==> config.mk <==
export PLATFORM = sky130hd
export DESIGN_NAME = seg7_scan_ctrl
export DESIGN_NICKNAME = d
export VERILOG_FILES = /design/src/rtl/seg7_pkg.sv /design/src/rtl/hex7seg.sv /design/src/rtl/seg7_scan_ctrl.sv
export SDC_FILE = /design/constraint.sdc
export NUM_CORES = 1
export LEC_CHECK = 0
export ABC_AREA = 1
export BUFFER_PORTS_ARGS = -buffer_cell sky130_fd_sc_hd__buf_2
export CAP_MARGIN = 20
export CORE_ASPECT_RATIO = 0.5
export CORE_MARGIN = 2
export CORE_UTILIZATION = 40
export CTS_BUF_LIST = sky130_fd_sc_hd__clkbuf_8 sky130_fd_sc_hd__clkbuf_16
export DETAILED_ROUTE_END_ITERATION = 12
export GPL_TIMING_DRIVEN = 1
export PLACE_DENSITY_LB_ADDON = 0.2
export SLEW_MARGIN = 10
export SYNTH_ARGS = -nofsm -noshare
export SYNTH_HDL_FRONTEND = slang
export SYNTH_SLANG_ARGS = --single-unit
==> constraint.sdc <==
create_clock -name clk -period 2.3 [get_ports clk]
set_input_delay 0.575 -clock clk [delete_from_list [all_inputs] [get_ports clk]]
set_output_delay 0.575 -clock clk [all_outputs]
set_load 0.1 [all_outputs]
==> src/rtl/seg7_pkg.sv <==
// Shared constants and types for the seven-segment scan controller.
// Segment bit order is {g,f,e,d,c,b,a}, active-high before output polarity.
package seg7_pkg;

    localparam logic [6:0] SEG_OFF = 7'h00;

    localparam logic [6:0] HEX_SEG [16] = '{
        7'h3F, 7'h06, 7'h5B, 7'h4F,
        7'h66, 7'h6D, 7'h7D, 7'h07,
        7'h7F, 7'h6F, 7'h77, 7'h7C,
        7'h39, 7'h5E, 7'h79, 7'h71
    };

    // One register-file entry: displayed hex value plus its decimal point.
    typedef struct packed {
        logic [3:0] value;
        logic       dp;
    } slot_t;

    // Per-cycle scan result before output polarity is applied.
    typedef struct packed {
        logic       lit;
        logic [6:0] seg;
        logic       dp;
    } scan_out_t;

    function automatic logic [6:0] hex_pattern(input logic [3:0] value);
        return HEX_SEG[value];
    endfunction

endpackage

==> src/rtl/hex7seg.sv <==
// Combinational hex digit to seven-segment decoder (active-high segments).
module hex7seg
    import seg7_pkg::*;
(
    input  logic [3:0] i_value,
    output logic [6:0] o_seg
);

    assign o_seg = hex_pattern(i_value);

endmodule

==> src/rtl/seg7_scan_ctrl.sv <==
// Time-multiplexed seven-segment controller: register file, digit scan,
// PWM brightness, per-digit enable and leading-zero blanking.
module seg7_scan_ctrl
    import seg7_pkg::*;
#(
    parameter int NUM_DIGITS     = 8,
    parameter int REFRESH_DIV    = 100000,
    parameter bit SEG_ACTIVE_LOW = 1'b1,
    parameter bit AN_ACTIVE_LOW  = 1'b1
) (
    input  logic                          clk,
    input  logic                          reset_n,
    input  logic                          write,
    input  logic [$clog2(NUM_DIGITS)-1:0] sel,
    input  logic [3:0]                    num,
    input  logic                          dp_in,
    input  logic [NUM_DIGITS-1:0]         digit_en,
    input  logic                          lz_blank,
    input  logic [3:0]                    bright,
    output logic [6:0]                    segments,
    output logic                          dp,
    output logic [NUM_DIGITS-1:0]         anode
);

    localparam int IDX_W = $clog2(NUM_DIGITS);
    localparam int PRE_W = $clog2(REFRESH_DIV);

    localparam logic [NUM_DIGITS-1:0] AN_INV  = {NUM_DIGITS{AN_ACTIVE_LOW}};
    localparam logic [6:0]            SEG_INV = {7{SEG_ACTIVE_LOW}};
    localparam logic                  DP_INV  = SEG_ACTIVE_LOW;

    slot_t                 r_slots [NUM_DIGITS];
    logic [PRE_W-1:0]      r_presc;
    logic [IDX_W-1:0]      r_idx;
    logic [3:0]            r_pwm;
    logic [6:0]            r_segments;
    logic                  r_dp;
    logic [NUM_DIGITS-1:0] r_anode;

    logic                  w_presc_tc;
    logic                  w_idx_last;
    slot_t                 w_cur;
    logic [6:0]            w_dec_seg;
    logic [NUM_DIGITS-1:0] w_nonzero;
    logic [NUM_DIGITS-1:0] w_onehot;
    logic [NUM_DIGITS:0]   w_tail_zero;
    logic                  w_suppress;
    scan_out_t             w_next;

    always_ff @(posedge clk or negedge reset_n) begin
        if (!reset_n) begin
            for (int i = 0; i < NUM_DIGITS; i++) begin
                r_slots[i] <= '0;
            end
        end else if (write && (int'(sel) < NUM_DIGITS)) begin
            r_slots[sel] <= '{value: num, dp: dp_in};
        end
    end

    assign w_presc_tc = (r_presc == PRE_W'(REFRESH_DIV - 1));
    assign w_idx_last = (r_idx == IDX_W'(NUM_DIGITS - 1));

    always_ff @(posedge clk or negedge reset_n) begin
        if (!reset_n) begin
            r_presc <= '0;
            r_idx   <= '0;
            r_pwm   <= '0;
        end else begin
            r_pwm <= r_pwm + 4'd1;
            if (w_presc_tc) begin
                r_presc <= '0;
                r_idx   <= w_idx_last ? '0 : r_idx + IDX_W'(1);
            end else begin
                r_presc <= r_presc + PRE_W'(1);
            end
        end
    end

    generate
        for (genvar gi = 0; gi < NUM_DIGITS; gi++) begin : g_digit
            assign w_nonzero[gi] = |r_slots[gi].value;
            assign w_onehot[gi]  = (r_idx == IDX_W'(gi));
        end
    endgenerate

    // w_tail_zero[i] is set when every digit at index i and above holds zero,
    // i.e. index i lies above the highest nonzero digit.
    always_comb begin
        w_tail_zero = '0;
        w_tail_zero[NUM_DIGITS] = 1'b1;
        for (int i = NUM_DIGITS - 1; i >= 0; i--) begin
            w_tail_zero[i] = w_tail_zero[i+1] & ~w_nonzero[i];
        end
    end

    assign w_cur      = r_slots[r_idx];
    assign w_suppress = lz_blank && (r_idx != '0) && w_tail_zero[r_idx] && !w_cur.dp;

    hex7seg u_hex7seg (
        .i_value (w_cur.value),
        .o_seg   (w_dec_seg)
    );

    always_comb begin
        w_next     = '{lit: 1'b0, seg: SEG_OFF, dp: 1'b0};
        w_next.lit = digit_en[r_idx] && (r_pwm <= bright) && !w_suppress;
        if (w_next.lit) begin
            w_next.seg = w_dec_seg;
            w_next.dp  = w_cur.dp;
        end
    end

    always_ff @(posedge clk or negedge reset_n) begin
        if (!reset_n) begin
            r_anode    <= AN_INV;
            r_segments <= SEG_OFF ^ SEG_INV;
            r_dp       <= DP_INV;
        end else begin
            r_anode    <= (w_next.lit ? w_onehot : '0) ^ AN_INV;
            r_segments <= w_next.seg ^ SEG_INV;
            r_dp       <= w_next.dp ^ DP_INV;
        end
    end

    assign anode    = r_anode;
    assign segments = r_segments;
    assign dp       = r_dp;

endmodule

==> metrics.yaml <==
yosys-top-cells-area: "dfrtp_1, nand2_1, dfstp_2, o21ai_0, inv_1"
wire_per_inst_um: 13.9
routed_wirelength_mm: 10.5
ir_drop_uv: 351
grt_pass1_wl_mm: 17.8
path_max_fanout: 28
setup_viol: 0
yosysTopAreaCell: "dfrtp_1"
cp.required_ns: 2.56
die_area_um2: 11900
ys_ff_latch: 80
cts.htree.levels: 3
min_path_type: "input pin to async pin"
fmax_mhz: 495
maxSlewViolCount: 0
min_period_over_period: 0.878
clkLatencyLatePin_ns: 0.34
seqCellArea_um2: 2020
rsz0062_at_grt: "no"
leakage_nw: 2.56
die_h_um: 78.1
postCtsSetupRepairBufs: 0
overflow: 0
io_buffers: 39
worst-setup-path-type: "flip-flop to flip-flop"
die_w_um: 152
power_switching_w: 0.00129
clkPwrFrac: 0.372
dp_slack_ns: 0.199
combPwrFrac: 0.201
seq_power_share: 0.427
hpwlAfterDp_mm: 7.58
slew_headroom: 0.566
start_util: 0.420
p_int_w: 0.00268
diodes: 0
cap_violations: 0
synth_seq_area_share: 0.461
startpoint_type: "flip-flop"
final_cell_mix: "nand2_1, inv_1, dfrtp_1"
fillers: 1027
cts_buffer_depth: 2
worstSetupEndpointType: "flip-flop"
async_flop_share: 1.00
gp_congestion: 0.852
switching_share: 0.326
syn_inst: 564
synthFlopType: "dfrtp_1"
root_buffer: "clkbuf_16"
clock_skew_ns: 0.00710
drive_above_1_share: 0.170
multi_input_comb_area_um2: 1960
antenna_found_initial: 0
io_pins: 40
grt_max_degree: 49
timing.setup.tns_ns: 0
setup_slack_ns: 0.282
cts-resized-gates: 0
drtIter0Drc: 345
worst_pin_slew_ns: 0.648
hold_violations: 0
drcViolationCount: 0
synth_cell_type_count: 32
dr_total_vias: 3671
cts_made_buffers: 9
fin_area_um2: 5040
holdBufCountCts: 0
final_core_util: 0.483
rows: 26
r2r_end: "segments[3]$_DFF_PN1_"
synth_top_area_share: 0.365
path_clk_slew_ns: 0.06
drtAntennaViolNets: 0
synth.cell_area_um2: 4390
grt_pass1_vias: 3309
grt_use_total: 0.192
status: "completed"
clkSinkCount: 80
reg2reg_from: "r_idx[0]$_DFFE_PN0N_"
r2r_cells: 13
core_um2: 10400
synth_edf_count: 0
period_needed_ns: 2.02
vias_per_cell: 4.88
synth_warnings: 0
synth_nets: 606
final_common_cell: "nand2_1"
critPathArrivalTime_ns: 2.27
power_density_nw_per_um2: 788
syn_area_per_cell_um2: 7.78
tritoncts: "built"
syn2layout_area_growth_pct: 14.8
drtPass1Iterations: 5
nets: 650
rrSetupSlack_ns: 0.28
placed_area_um2: 4730
per-stage QoR:
step	total power [W]	hold WS [ns]	cells
2_1_floorplan	0.00229	0.279	564
3_3_place_gp	0.00250	0.451	737
3_5_place_dp	0.00251	0.455	737
4_1_cts	0.00400	0.184	753
5_1_grt	0.00419	0.200	753
6_report	0.00397	0.173	753
power groups by stage:
| stage | combinational (W) | clock [W] | sequential (W) |
|---|---|---|---|
| 6_report | 0.000800 | 0.00148 | 0.00170 |
| 5_1_grt | 0.000908 | 0.00157 | 0.00171 |
| 4_1_cts | 0.000800 | 0.00150 | 0.00169 |
| 3_5_place_dp | 0.000797 | 0 | 0.00172 |
| 3_3_place_gp | 0.000790 | 0 | 0.00171 |
| 2_1_floorplan | 0.000408 | 0 | 0.00189 |
sequential cells by signal, indices dropped and copies added (netlist names):
register / count
anode: 8
dp: 1
r_idx: 3
r_presc: 17
r_pwm: 4
r_slots: 40
segments: 7
area by class of cell:
class | count | area share
sequential | 80 | 0.401
multi-input combinational | 396 | 0.389
timing repair buffer | 47 | 0.0586
inverter | 74 | 0.0556
clock buffer | 10 | 0.0474
tap | 140 | 0.0348
clock inverter | 6 | 0.0134
per-layer routing:
| layer | GRT usage | wire, um | vias to the layer above |
|---|---|---|---|
| met3 | 0.0491 | 711 | 10 |
| met4 | 0.0523 | 102 | 0 |
| met5 | 0 | 0 | - |
| met1 | 0.295 | 5610 | 1665 |
| li1 | - | - | 1867 |
| met2 | 0.264 | 4060 | 129 |
logic make-up (layout without fill, tap and decap cells):
logic type / Yosys count / count (layout) / synth area share
XOR/XNOR: 9 / 9 / 0.0180
AND/OR/NAND/NOR: 295 / 295 / 0.287
adder cells (fa/ha/maj): 18 / 18 / 0.0513
AO/OA/AOI/OAI: 74 / 74 / 0.0901
flip-flops: 80 / 80 / 0.461
buffers and inverters: 88 / 137 / 0.0926
worst max-delay path, cell delays in order, from the launching register on:
cell and delay, ns:
dfrtp_1 0.45, buf_12 0.20, nand2_1 0.09, nand3_1 0.10, nand3_1 0.08, nand2_1 0.24
inv_2 0.09, ha_1 0.23, nand3_1 0.13, nand2_1 0.07, nand2_1 0.05, nand2_1 0.08
inv_1 0.06, nand2_1 0.04
cells in the mapped netlist (3+ instances only):
| cell type | n |
|---|---|
| inv_1 | 70 |
| dfrtp_1 | 64 |
| xor2_1 | 7 |
| nand3_1 | 42 |
| a21oi_1 | 10 |
| o21ai_0 | 53 |
| dfstp_2 | 16 |
| inv_2 | 3 |
| nand4_1 | 5 |
| nand2_2 | 11 |
| nand2_1 | 167 |
| o21ai_1 | 4 |
| nor4_1 | 3 |
| buf_4 | 3 |
| o211ai_1 | 4 |
| nor2_1 | 57 |
| ha_1 | 18 |
| buf_6 | 8 |
how the worst max path moves through the flow:
stage,from,to,cells after the start
2_1_floorplan,r_idx[0]$_DFFE_PN0N_,segments[5]$_DFF_PN1_,12
3_3_place_gp,bright[3],segments[3]$_DFF_PN1_,9
3_5_place_dp,bright[3],segments[3]$_DFF_PN1_,9
4_1_cts,r_idx[0]$_DFFE_PN0N_,segments[3]$_DFF_PN1_,13
5_1_grt,r_idx[0]$_DFFE_PN0N_,segments[2]$_DFF_PN1_,10
6_report,r_idx[0]$_DFFE_PN0N_,segments[3]$_DFF_PN1_,13
(Power assumes the default switching activity.)
